<file path="config.mk">
export PLATFORM = sky130hd
export DESIGN_NAME = matmul_scheduler
export DESIGN_NICKNAME = d
export VERILOG_FILES = /design/src/rtl/matmul_pkg.sv /design/src/rtl/matmul_idx_counter.sv /design/src/rtl/matmul_scheduler.sv
export SDC_FILE = /design/constraint.sdc
export NUM_CORES = 1
export LEC_CHECK = 0
export CAP_MARGIN = 20
export CORE_MARGIN = 1.5
export CORE_UTILIZATION = 41
export DETAILED_ROUTE_END_ITERATION = 6
export PLACE_DENSITY = 0.78
export SLEW_MARGIN = 30
export SYNTH_ARGS = -nofsm -noshare
export SYNTH_HDL_FRONTEND = slang
export SYNTH_HIERARCHICAL = 1
export SYNTH_SLANG_ARGS = --single-unit
</file>
<file path="constraint.sdc">
create_clock -name clk -period 2.7 [get_ports clk]
set_clock_uncertainty 0.2 [all_clocks]
set_input_delay 0.54 -clock clk [delete_from_list [all_inputs] [get_ports clk]]
set_output_delay 0.54 -clock clk [all_outputs]
set_load 0.01 [all_outputs]
</file>
<file path="src/rtl/matmul_pkg.sv">
// Shared definitions for the matrix-multiply scheduler slice: default
// geometry, element/accumulator widths and the scheduler state encoding.
package matmul_pkg;

    localparam int DIM_DEFAULT      = 32;
    localparam int IDX_W            = $clog2(DIM_DEFAULT);
    localparam int ELEM_W           = 8;
    // Sum of DIM products of two ELEM_W-bit unsigned values.
    localparam int ACC_W_DEFAULT    = 2 * ELEM_W + IDX_W;
    localparam int READ_LAT_DEFAULT = 2;

    typedef enum logic [2:0] {
        IDLE,
        WAIT_LOAD,
        ISSUE,
        WAIT_RD,
        FIRE,
        WAIT_DOT,
        WRITE,
        DONE
    } sched_state_t;

    // A new multiply may only be accepted from a quiescent or finishing state.
    function automatic logic accepts_start(input sched_state_t s);
        return (s == IDLE) || (s == DONE);
    endfunction

endpackage

</file>
<file path="src/rtl/matmul_idx_counter.sv">
// Row-major (row, col) walker over a DIM x DIM matrix. col advances first;
// at col = DIM-1 it wraps to 0 and row advances. last flags the final
// element (DIM-1, DIM-1); advancing from it wraps both indices to 0.
module matmul_idx_counter
    import matmul_pkg::*;
#(
    parameter int DIM = DIM_DEFAULT
) (
    input  logic                   clk,
    input  logic                   rst_n,
    input  logic                   clr,
    input  logic                   inc,
    output logic [$clog2(DIM)-1:0] row,
    output logic [$clog2(DIM)-1:0] col,
    output logic                   last
);

    localparam int W = $clog2(DIM);
    localparam logic [W-1:0] IDX_MAX = W'(DIM - 1);

    logic [W-1:0] row_q, row_d;
    logic [W-1:0] col_q, col_d;

    // Next-index computation: clear wins over advance.
    always_comb begin
        row_d = row_q;
        col_d = col_q;
        if (clr) begin
            row_d = '0;
            col_d = '0;
        end else if (inc) begin
            if (col_q == IDX_MAX) begin
                col_d = '0;
                row_d = (row_q == IDX_MAX) ? '0 : row_q + 1'b1;
            end else begin
                col_d = col_q + 1'b1;
            end
        end
    end

    // Index registers, cleared asynchronously.
    always_ff @(posedge clk or negedge rst_n) begin
        if (!rst_n) begin
            row_q <= '0;
            col_q <= '0;
        end else begin
            row_q <= row_d;
            col_q <= col_d;
        end
    end

    // Outputs straight from the registers; last is a pure decode.
    always_comb begin
        row  = row_q;
        col  = col_q;
        last = (row_q == IDX_MAX) && (col_q == IDX_MAX);
    end

endmodule

</file>
<file path="src/rtl/matmul_scheduler.sv">
// Sequencer for a DIM x DIM matrix multiply: walks every (row, col) of C,
// requests the A row / B column from the loader, waits the read latency,
// fires the dot engine, and writes its result into the C buffer.
// Optional macro MATMUL_SCHED_PERF_EN enables the busy-cycle counter on
// cycle_count; without it cycle_count is tied to zero.
module matmul_scheduler
    import matmul_pkg::*;
#(
    parameter int DIM      = DIM_DEFAULT,
    parameter int READ_LAT = READ_LAT_DEFAULT,
    parameter int ACC_W    = ACC_W_DEFAULT
) (
    input  logic                     clk,
    input  logic                     rst_n,
    input  logic                     start,
    input  logic                     load_complete,
    output logic [$clog2(DIM)-1:0]   requested_a_row,
    output logic [$clog2(DIM)-1:0]   requested_b_col,
    output logic                     dot_start,
    input  logic                     dot_valid,
    input  logic [ACC_W-1:0]         dot_sum,
    output logic                     c_we,
    output logic [2*$clog2(DIM)-1:0] c_addr,
    output logic [ACC_W-1:0]         c_data,
    output logic                     busy,
    output logic                     done,
    output logic [31:0]              cycle_count
);

    localparam int W       = $clog2(DIM);
    localparam int RD_W    = $clog2(READ_LAT + 2);
    localparam int RD_LAST = (READ_LAT > 0) ? READ_LAT - 1 : 0;

    sched_state_t state_q, state_d;

    logic [RD_W-1:0]  rd_cnt_q, rd_cnt_d;
    logic [ACC_W-1:0] sum_q, sum_d;

    logic         start_acc;
    logic         idx_inc;
    logic [W-1:0] row;
    logic [W-1:0] col;
    logic         idx_last;

    assign start_acc = start && accepts_start(state_q);
    assign idx_inc   = (state_q == WRITE);

    // Index walker: restarted on every accepted start, stepped once per write.
    matmul_idx_counter #(
        .DIM (DIM)
    ) u_idx (
        .clk   (clk),
        .rst_n (rst_n),
        .clr   (start_acc),
        .inc   (idx_inc),
        .row   (row),
        .col   (col),
        .last  (idx_last)
    );

    // State register.
    always_ff @(posedge clk or negedge rst_n) begin
        if (!rst_n) begin
            state_q <= IDLE;
        end else begin
            state_q <= state_d;
        end
    end

    // Next-state logic.
    always_comb begin
        state_d = state_q;
        unique case (state_q)
            IDLE:      if (start)         state_d = WAIT_LOAD;
            WAIT_LOAD: if (load_complete) state_d = ISSUE;
            ISSUE:     state_d = (READ_LAT == 0) ? FIRE : WAIT_RD;
            WAIT_RD:   if (rd_cnt_q == RD_W'(RD_LAST)) state_d = FIRE;
            FIRE:      state_d = WAIT_DOT;
            WAIT_DOT:  if (dot_valid)     state_d = WRITE;
            WRITE:     state_d = idx_last ? DONE : ISSUE;
            DONE:      state_d = start ? WAIT_LOAD : IDLE;
            default:   state_d = IDLE;
        endcase
    end

    // Read-latency counter and dot-result capture.
    always_comb begin
        rd_cnt_d = (state_q == WAIT_RD) ? rd_cnt_q + 1'b1 : '0;
        sum_d    = sum_q;
        if ((state_q == WAIT_DOT) && dot_valid) begin
            sum_d = dot_sum;
        end
    end

    // Datapath registers.
    always_ff @(posedge clk or negedge rst_n) begin
        if (!rst_n) begin
            rd_cnt_q <= '0;
            sum_q    <= '0;
        end else begin
            rd_cnt_q <= rd_cnt_d;
            sum_q    <= sum_d;
        end
    end

    // Moore outputs decoded from the current state.
    always_comb begin
        dot_start       = (state_q == FIRE);
        c_we            = (state_q == WRITE);
        busy            = (state_q != IDLE);
        done            = (state_q == DONE);
        requested_a_row = row;
        requested_b_col = col;
        c_addr          = {row, col};
        c_data          = sum_q;
    end

`ifdef MATMUL_SCHED_PERF_EN
    logic [31:0] cycle_count_q, cycle_count_d;

    // Busy-cycle counter: cleared by an accepted start, frozen while idle.
    always_comb begin
        cycle_count_d = cycle_count_q;
        if (start_acc) begin
            cycle_count_d = '0;
        end else if (busy) begin
            cycle_count_d = cycle_count_q + 32'd1;
        end
    end

    // Busy-cycle counter register.
    always_ff @(posedge clk or negedge rst_n) begin
        if (!rst_n) begin
            cycle_count_q <= '0;
        end else begin
            cycle_count_q <= cycle_count_d;
        end
    end

    assign cycle_count = cycle_count_q;
`else
    assign cycle_count = '0;
`endif

endmodule

</file>
==> results of run 1 <==
-- state kept, by name, indices dropped and copies added (netlist names) --
name       count
c_data        21
rd_cnt_q       2
state_q        3
u_idx/col      5
u_idx/row      5
-- worst max-delay path, cell delays in order (launching register included) --
cell and delay [ns]:
sky130_fd_sc_hd__dfrtp_1 0.54, sky130_fd_sc_hd__inv_1 0.15, sky130_fd_sc_hd__nor3_1 0.29, sky130_fd_sc_hd__clkdlybuf4s50_1 0.59
-- path summary, 6_finish.rpt --
kind                              start            to  slack [ns]  cells after the start
max                          state_q[2]          c_we        0.10                      3
min                               rst_n  u_idx/row[0]        0.13                      1
max reg2reg                u_idx/col[0]    state_q[0]        0.49                      7
min reg2reg                 rd_cnt_q[0]   rd_cnt_q[0]        0.24                      1
max in group asynchronous         rst_n    c_data[20]        1.67                      1
min in group clk            rd_cnt_q[0]   rd_cnt_q[0]        0.24                      1
-- cells in the final DEF (no fill, tap or decap), drive strengths merged --
master | Yosys | routed
dfrtp | 36 | 36
a31oi | 3 | 3
or4 | 3 | 3
nand2 | 6 | 6
mux2i | 1 | 1
or3 | 2 | 2
clkbuf | 0 | 5
clkdlybuf4s50 | 0 | 69
and2 | 1 | 1
nor3 | 2 | 2
mux2 | 22 | 22
inv | 6 | 6
and3 | 2 | 2
nand4b | 1 | 1
nand3 | 6 | 6
a21oi | 11 | 11
conb | 1 | 32
o221ai | 1 | 1
a21boi | 1 | 1
nand3b | 1 | 1
o21ai | 7 | 7
nand2b | 1 | 1
buf | 50 | 4
nor2 | 6 | 6
or4b | 1 | 1
bufinv | 0 | 3
o211ai | 2 | 2
nor2b | 2 | 2
and4bb | 1 | 1
ha | 5 | 5
nor3b | 1 | 1
-- stage by stage --
step                utilization  setup WS (ns)
finish                    0.576          0.101
floorplan                     -          0.590
detailed placement        0.543          0.421
global placement          0.543          0.430
global route              0.576         0.0181
CTS                       0.576          0.102
-- power groups by stage --
stage	Sequential (mW)	Clock (mW)	Combinational, mW
6_report	0.941	0.666	1.06
5_1_grt	0.976	0.699	1.15
4_1_cts	0.944	0.677	1.08
3_5_place_dp	0.946	0	1.07
3_3_place_gp	0.942	0	1.04
2_1_floorplan	0.972	0	0.575
-- cells by family after synthesis --
kind of cell / Yosys count / share of synthesized area
buffers and inverters: 56 / 0.198
AND/OR/NAND/NOR: 36 / 0.111
flip-flops: 36 / 0.432
AO/OA/AOI/OAI: 25 / 0.0714
multiplexers: 23 / 0.156
adder cells (fa/ha/maj): 5 / 0.0300
other: 1 / 0.00180
-- layout make-up --
type / count / area, sq um
fill: 430 / 2040
clock buffer: 5 / 68.8
multi-input combinational: 121 / 888
tap: 67 / 83.8
clock inverter: 3 / 90.1
inverter: 6 / 22.5
timing repair buffer: 73 / 718
sequential: 36 / 901
-- layer usage --
layer  vias to the layer above  wire length, microns
met1                       681                  1690
met5                         -                     0
met2                        60                  1950
li1                        669                     -
met4                         0                    34
met3                         6                   252
==> implementation parameters, run 1 <==
Parameter                              Value

Global routing
  Maximum number of pins on one net before global-route repair ... 37
  Final global-route overflow total ... 0
  Number of global-route vias before repair ... 1219
  All-Layer GR Usage ... 0.148
  Initial antenna violation count ... 0
  GRT busiest layer ... met2
  Met3 routing resource usage after global routing ... 0.0569
  Met2 GRT Util ... 0.224
  Met1 Use GR ... 0.196
  Wire length of the first global-routing pass ... 6140 microns

Placement
  RePlAce Congestion ... 0.791
  Port Buffer Count ... 70
  Total instance count after detailed placement ... 303
  Total half-perimeter wirelength after legalization and detailed placement ... 2860 microns
  Post-place instance area ... 0.00261 sq mm

Timing
  Number of hold violations in the final report ... 0
  Sum of negative setup slack ... 0 ns
  Setup repair after global routing missed its margin ... no
  Crit path time final ... 2.60 ns
  Slew Limit Fails ... 0
  Achievable frequency ... 385 MHz
  Worst slew pin tran ... 0.794 ns
  Count of endpoints failing setup in the final report ... 0
  Period utilization ... 0.963
  Worst hold slack after final layout ... 0.128 ns
  Worst slew slack as a fraction of its limit ... 0.470

Synth
  Count of flip-flops with a built-in enable after synthesis ... 0
  Library cell occupying the most area in the post-synthesis netlist ... sky130_fd_sc_hd__dfrtp_1
  Synth cell count leaders ... sky130_fd_sc_hd__buf_4 (46), sky130_fd_sc_hd__dfrtp_1 (36), sky130_fd_sc_hd__mux2_4 (18)
  Top area cells in the synthesized netlist ... sky130_fd_sc_hd__dfrtp_1 (43%), sky130_fd_sc_hd__buf_4 (17%), sky130_fd_sc_hd__mux2_4 (13%), sky130_fd_sc_hd__ha_1 (3.0%), sky130_fd_sc_hd__a21oi_1 (2.4%)
  Asr flop ratio synth ... 1.00
  Post-synthesis register bit count ... 36
  Post-synth top area share ... 0.432
  Top FF cell, synth ... sky130_fd_sc_hd__dfrtp_1
  Syn Std Cell Area ... 0.00209 sq mm
  Most numerous cell in the Yosys netlist ... sky130_fd_sc_hd__buf_4
  Number of distinct library cells after synthesis ... 35
  Mapped Cells ... 182
  Per-instance average area after synthesis ... 11.5 sq um
  Total number of yosys warnings ... 6
  Post-synthesis sequential area ratio ... 0.432

Route
  Number of detailed-routing iterations run before antenna repair ... 4
  Wirelength per Cell ... 12.6 microns
  Count of unresolved DRC violations after routing ... 0
  Vias ... 1416
  Antenna viol nets, final ... 0
  Number of vias per cell after detailed routing ... 4.55
  Final WL ... 3920 microns
  Detailed Route Iter0 Violations ... 56

Die
  Total core area ... 0.00482 sq mm
  Overall die area ... 0.00552 sq mm
  Ports placed on the boundary ... 103
  Overall die width ... 74.3 microns
  Die Span Y ... 74.3 microns
  Row count ... 25
  Starting utilization of the core area ... 0.433

Power and ir drop
  Register share of total power ... 0.352
  Leakage component of the power ... 1.32 nW
  Power Total ... 2.67 mW
  Portion of total power attributed to the clock network ... 0.249
  Proportion of total power due to net switching ... 0.291
  Comb power frac ... 0.398
  Internal power consumption ... 1.89 mW
  Highest ir drop seen on vdd ... 0.488 mV
  Switch Pwr ... 0.778 mW
  Cell area power density ... 963 mW/mm^2

Final layout
  Antenna cell count ... 0
  P&R area growth vs syn ... 32.9%
  Post-route standard cell area excluding fillers ... 0.00277 sq mm
  Layout Nets ... 274
  Final std cells w/o fill ... 311
  Ratio of cells with drive above 1 in the final layout ... 0.168

Clocking
  Cell chosen for the clock root ... sky130_fd_sc_hd__clkbuf_8
  Clock latency on the worst-skew pair ... 0.29 ns
  PostCTS Resize Cnt ... 0
  Longest Clk Path Bufs ... 2
  CTS tree ... yes
  H-tree depth ... 2
  Hold-fix buffers, CTS ... 0
  Clock sink total ... 36
  TritonCTS Buffers ... 5
  Register clock-pin slew on the reported worst setup and hold paths ... 0.08 ns
  Buffers inserted during post-CTS setup optimization ... 0

Critical path
  Crit start category ... flop
  Data required, critical path ... 1.96 ns
  Critical path class ... reg -> out
  Maximum net fanout on the critical path ... 9
  Worst EP arrival ... 1.86 ns
  Nature of the critical path endpoint ... output pin

Run status
  Result of the run ... finished clean

Flow run
  Max-capacitance violation count ... 0

Worst hold path
  Class of the tightest hold or removal check ... in -> async
No activity file was read; power rests on OpenSTA's default activity.
==> run 2: changes to the inputs <==
CORE_UTILIZATION = 63   (was 41)
DONT_BUFFER_PORTS = 1   (was default)
PLACE_DENSITY = 0.76   (was 0.78)
==> run 2 against run 1 <==
Compared with the run above:
- fmax is 11% higher
- combinational power decreased by 54%
- sequential share of layout area up 13 points
- clock power is 55% lower
- utilization up 6.3 points
- largest cell class unchanged
- worst hold slack better by 0.017 ns
- non-clock buffer count decreased by 68
- first-iteration DRC count up 20%
- wire length is 18% lower
- critical path depth increased by 3
==> implementation parameters, run 2 (same netlist as run 1, synthesis figures left out) <==
Parameter                              Value

Run status
  Result of the run ... finished clean

Worst hold path
  Start point of the worst min-delay path ... dot_sum[2]
  Class of the tightest hold or removal check ... in -> reg

Timing
  Crit path time final ... 2.35 ns
  Period utilization ... 0.870
  Count of endpoints failing setup in the final report ... 0
  Sum of negative setup slack ... 0 ns
  Worst slew slack as a fraction of its limit ... 0.632
  Number of hold violations in the final report ... 0
  Slew Limit Fails ... 0
  Worst hold slack after final layout ... 0.145 ns
  Achievable frequency ... 425 MHz
  Setup repair after global routing missed its margin ... no
  Worst slew pin tran ... 0.551 ns

Critical path
  Nature of the critical path endpoint ... flop
  Worst EP arrival ... 2.42 ns
  Critical path class ... reg -> reg
  Critical path launch point ... u_idx/col[0]
  Endpoint of the worst-slack reg-to-reg timing path ... u_idx/row[2]
  Worst setup path endpoint ... u_idx/row[2]
  Minimum setup slack among reg-to-reg paths ... 0.35 ns
  Crit start category ... flop
  Start of the worst register-to-register path ... u_idx/col[0]
  R2R cell count ... 6
  Data required, critical path ... 2.77 ns
  Maximum net fanout on the critical path ... 10

Route
  Vias ... 1174
  Wirelength per Cell ... 14.7 microns
  Number of detailed-routing iterations run before antenna repair ... 4
  Count of unresolved DRC violations after routing ... 0
  Final WL ... 3220 microns
  Number of vias per cell after detailed routing ... 5.34
  Detailed Route Iter0 Violations ... 67
  Antenna viol nets, final ... 0

Final layout
  Fillers ... 257
  Commonest non-fill, non-tap cells in the layout ... sky130_fd_sc_hd__dfrtp_1 (36), sky130_fd_sc_hd__conb_1 (32), sky130_fd_sc_hd__mux2_4 (18)
  Most common library cell in the layout ignoring fill and taps ... sky130_fd_sc_hd__dfrtp_1
  P&R area growth vs syn ... -4.98%
  Layout Nets ... 206
  Antenna cell count ... 0
  Max FFs per register ... 21
  Ratio of cells with drive above 1 in the final layout ... 0.227

Die
  Overall die area ... 0.00367 sq mm
  Starting utilization of the core area ... 0.672
  Total core area ... 0.00310 sq mm
  Ports placed on the boundary ... 103
  Die Span Y ... 60.5 microns
  Row count ... 20
  Overall die width ... 60.5 microns

Clocking
  Cell chosen for the clock root ... sky130_fd_sc_hd__clkbuf_4
  H-tree depth ... 2
  CTS tree ... yes
  TritonCTS Buffers ... 5
  Longest Clk Path Bufs ... 2
  Clock latency on the worst-skew pair ... 0.33 ns
  PostCTS Resize Cnt ... 0
  Buffers inserted during post-CTS setup optimization ... 0
  Register clock-pin slew on the reported worst setup and hold paths ... 0.10 ns
  Hold-fix buffers, CTS ... 2
  Clock sink total ... 36

Power and ir drop
  Highest ir drop seen on vdd ... 0.581 mV
  Leakage component of the power ... 1.03 nW
  Cell area power density ... 936 mW/mm^2

Global routing
  Initial antenna violation count ... 0
  Wire length of the first global-routing pass ... 4890 microns
  Final global-route overflow total ... 0
  Maximum number of pins on one net before global-route repair ... 37
  Number of global-route vias before repair ... 1161
  All-Layer GR Usage ... 0.184

Flow run
  Max-capacitance violation count ... 0

Placement
  RePlAce Congestion ... 0.819
  Total half-perimeter wirelength after legalization and detailed placement ... 2320 microns
  Port Buffer Count ... 0
## run 2: cell types whose count changed in the layout (fill, tap and decap cells not counted), sizes merged
cell,change
bufinv,-3
clkbuf,+2
clkdlybuf4s50,-69
clkinvlp,+1
dlygate4sd3,+1
## run 2: power breakdown
group	switching (mW)	internal, mW
Sequential	0.319	0.749
Combinational	0.189	0.299
Clock	0.171	0.127
## run 2: critical path: stages (launching register included)
cell	delay, ns
sky130_fd_sc_hd__dfrtp_1	0.55
sky130_fd_sc_hd__ha_1	0.25
sky130_fd_sc_hd__and3_1	0.17
sky130_fd_sc_hd__ha_1	0.35
sky130_fd_sc_hd__nand2_4	0.12
sky130_fd_sc_hd__or4b_1	0.49
sky130_fd_sc_hd__a21oi_1	0.15
## run 2: layer usage
| layer | part of all wire | wire length [microns] | global-route usage | vias to the layer above |
|---|---|---|---|---|
| li1 | - | - | - | 543 |
| met1 | 0.39 | 1270 | 0.202 | 566 |
| met2 | 0.52 | 1660 | 0.314 | 61 |
| met3 | 0.080 | 257 | 0.0874 | 4 |
| met4 | 0.010 | 33 | 0.0652 | 0 |
| met5 | 0 | 0 | 0 | - |
## run 2: stage by stage
stage               utilization  instances  instance area [sq um]  setup WS [ns]  power (mW)
floorplan                     -        213                   2200          0.590        1.55
global placement          0.609        210                   1890          0.491        1.52
detailed placement        0.609        210                   1890          0.400        1.56
CTS                       0.639        220                   1980          0.356        1.88
global route              0.639        220                   1980          0.204        1.99
finish                    0.639        220                   1980          0.350        1.86
## run 2: cell type report
cell class | count | area, sq um | area share
multi-input combinational | 121 | 888 | 0.448
tap | 44 | 55.1 | 0.0278
timing repair buffer | 5 | 52.6 | 0.0265
clock inverter | 1 | 7.51 | 0.00379
inverter | 6 | 22.5 | 0.0114
sequential | 36 | 901 | 0.455
clock buffer | 7 | 55.1 | 0.0278
## run 2: how the worst min path moves through the flow
stage | to | slack [ns] | cells past startpoint
5_1_grt | c_data[16] | 0.11 | 1
3_5_place_dp | u_idx/row[2] | 0.05 | 0
2_1_floorplan | c_data[0] | 0.04 | 0
4_1_cts | c_data[10] | 0.13 | 1
3_3_place_gp | u_idx/row[3] | 0.05 | 0
6_report | c_data[2] | 0.14 | 1
==> run 3: changes to the inputs <==
PLACE_DENSITY = 0.75   (was 0.76)
==> run 3 against run 2 <==
Compared with the run above:
- final cell count did not move
- sequential power about the same
- fmax shrank 2.4%
- wire length up 5.3%
- first-iteration DRC count decreased by 4.5%
- largest power group unchanged
==> implementation parameters, run 3 (same netlist as run 1, synthesis figures left out) <==
Parameter                              Value

Timing
  Count of endpoints failing setup in the final report ... 0
  Achievable frequency ... 415 MHz
  Worst slew slack as a fraction of its limit ... 0.619
  Setup repair after global routing missed its margin ... no
  Number of hold violations in the final report ... 0
  Sum of negative setup slack ... 0 ns
  Worst hold slack after final layout ... 0.141 ns
  Final worst slack ... 0.292 ns
  Crit path time final ... 2.41 ns
  Slew Limit Fails ... 0
  Period utilization ... 0.892
  Worst slew pin tran ... 0.570 ns

Final layout
  Fillers ... 243
  Final std cells w/o fill ... 220
  Sequential cell area in the final layout ... 901 sq um
  Most common library cell in the layout ignoring fill and taps ... sky130_fd_sc_hd__dfrtp_1
  Max FFs per register ... 21
  Commonest non-fill, non-tap cells in the layout ... sky130_fd_sc_hd__dfrtp_1 (36), sky130_fd_sc_hd__conb_1 (32), sky130_fd_sc_hd__mux2_4 (18)
  Layout Nets ... 206
  P&R area growth vs syn ... -3.42%
  Multi-input gate area ... 888 sq um
  Ratio of cells with drive above 1 in the final layout ... 0.233
  Antenna cell count ... 0
  Final standard cell utilization of the core ... 0.649

Critical path
  Max incr delay on CP ... 0.57 ns
  Data required, critical path ... 2.76 ns
  Nature of the critical path endpoint ... flop
  Cell with the largest stage delay on the worst path ... sky130_fd_sc_hd__dfrtp_1
  Critical path class ... reg -> reg
  Cell chain of the critical path ... ha_1 -> and3_1 -> ha_1 -> nand2_4 -> or4b_1 -> a21oi_1
  Start of the worst register-to-register path ... u_idx/col[0]
  Crit start category ... flop
  R2R cell count ... 6
  Endpoint of the worst-slack reg-to-reg timing path ... u_idx/row[2]
  Maximum net fanout on the critical path ... 10
  Worst setup path endpoint ... u_idx/row[2]
  Critical path launch point ... u_idx/col[0]
  Crit path top cell by count ... sky130_fd_sc_hd__ha_1
  Minimum setup slack among reg-to-reg paths ... 0.29 ns
  Worst EP arrival ... 2.47 ns

Route
  Final WL ... 3400 microns
  Count of unresolved DRC violations after routing ... 0
  Wirelength per Cell ... 15.4 microns
  Antenna viol nets, final ... 0
  Detailed Route Iter0 Violations ... 64
  Number of detailed-routing iterations run before antenna repair ... 6
  Number of vias per cell after detailed routing ... 5.37
  Vias ... 1182

Clocking
  Hold-fix buffers, CTS ... 2
  H-tree depth ... 2
  Clock sink total ... 36
  Longest Clk Path Bufs ... 2
  CTS tree ... yes
  Cell chosen for the clock root ... sky130_fd_sc_hd__clkbuf_4
  Register clock-pin slew on the reported worst setup and hold paths ... 0.10 ns
  Buffers inserted during post-CTS setup optimization ... 0
  PostCTS Resize Cnt ... 0
  TritonCTS Buffers ... 5
  Clock latency on the worst-skew pair ... 0.34 ns

Global routing
  Maximum number of pins on one net before global-route repair ... 37
  Wire length of the first global-routing pass ... 5100 microns
  Final global-route overflow total ... 0
  Number of global-route vias before repair ... 1184
  All-Layer GR Usage ... 0.195
  Initial antenna violation count ... 0

Power and ir drop
  Highest ir drop seen on vdd ... 0.563 mV
  Leakage component of the power ... 1.05 nW
  Cell area power density ... 980 mW/mm^2

Die
  Starting utilization of the core area ... 0.672
  Ports placed on the boundary ... 103
  Total core area ... 0.00310 sq mm
  Overall die area ... 0.00367 sq mm
  Overall die width ... 60.5 microns
  Row count ... 20
  Die Span Y ... 60.5 microns

Run status
  Result of the run ... finished clean

Worst hold path
  Cell depth of the worst hold path ... 1
  Class of the tightest hold or removal check ... in -> reg

Placement
  Total half-perimeter wirelength after legalization and detailed placement ... 2420 microns
  RePlAce Congestion ... 0.747
  Port Buffer Count ... 0
  Minimum setup slack after placement ... 0.327 ns
  Total instance count after detailed placement ... 210

Flow run
  Max-capacitance violation count ... 0
[run 3: final cells by class]
cell class,count,share of cell area
Clock inverter,1,0.0149
Clock buffer,7,0.0323
Inverter,6,0.0112
Multi-Input combinational cell,121,0.441
Tap cell,44,0.0273
Sequential cell,36,0.447
Timing Repair Buffer,5,0.0261
[run 3: metal layers]
metal	GRT usage	routed length (microns)	up-vias
li1	-	-	536
met4	0.102	78	0
met3	0.0725	352	10
met1	0.209	1260	561
met2	0.337	1700	75
met5	0	0	-
[run 3: report_power, final]
part	leakage, nW	switching, mW	total (mW)	internal, mW
clock network	0.0515	0.170	0.416	0.246
registers	0.458	0.316	1.07	0.749
logic	0.536	0.193	0.493	0.299
total	1.05	0.680	1.97	1.29
[run 3: worst min path at each step]
stage / endpoint / startpoint / slack [ns]
after floorplan: c_data[0] / rst_n / 0.04
after global placement: state_q[1] / rst_n / 0.05
after detailed placement: rd_cnt_q[1] / rst_n / 0.05
after CTS: c_data[12] / dot_sum[12] / 0.12
after global routing: c_data[12] / dot_sum[12] / 0.11
final: c_data[12] / dot_sum[12] / 0.14
[run 3: worst max-delay path, delay by kind of cell (launching register included)]
kind	cells	cell delay, ns
simple gates	3	0.77
fa+ha+maj	2	0.62
flops	1	0.57
compound gates	1	0.17
[run 3: per-stage QoR]
step	total power, mW	area [sq um]
after floorplan	1.55	2200
after global placement	1.52	1890
after detailed placement	1.56	1890
after CTS	2.00	2010
after global routing	2.11	2010
final	1.97	2010
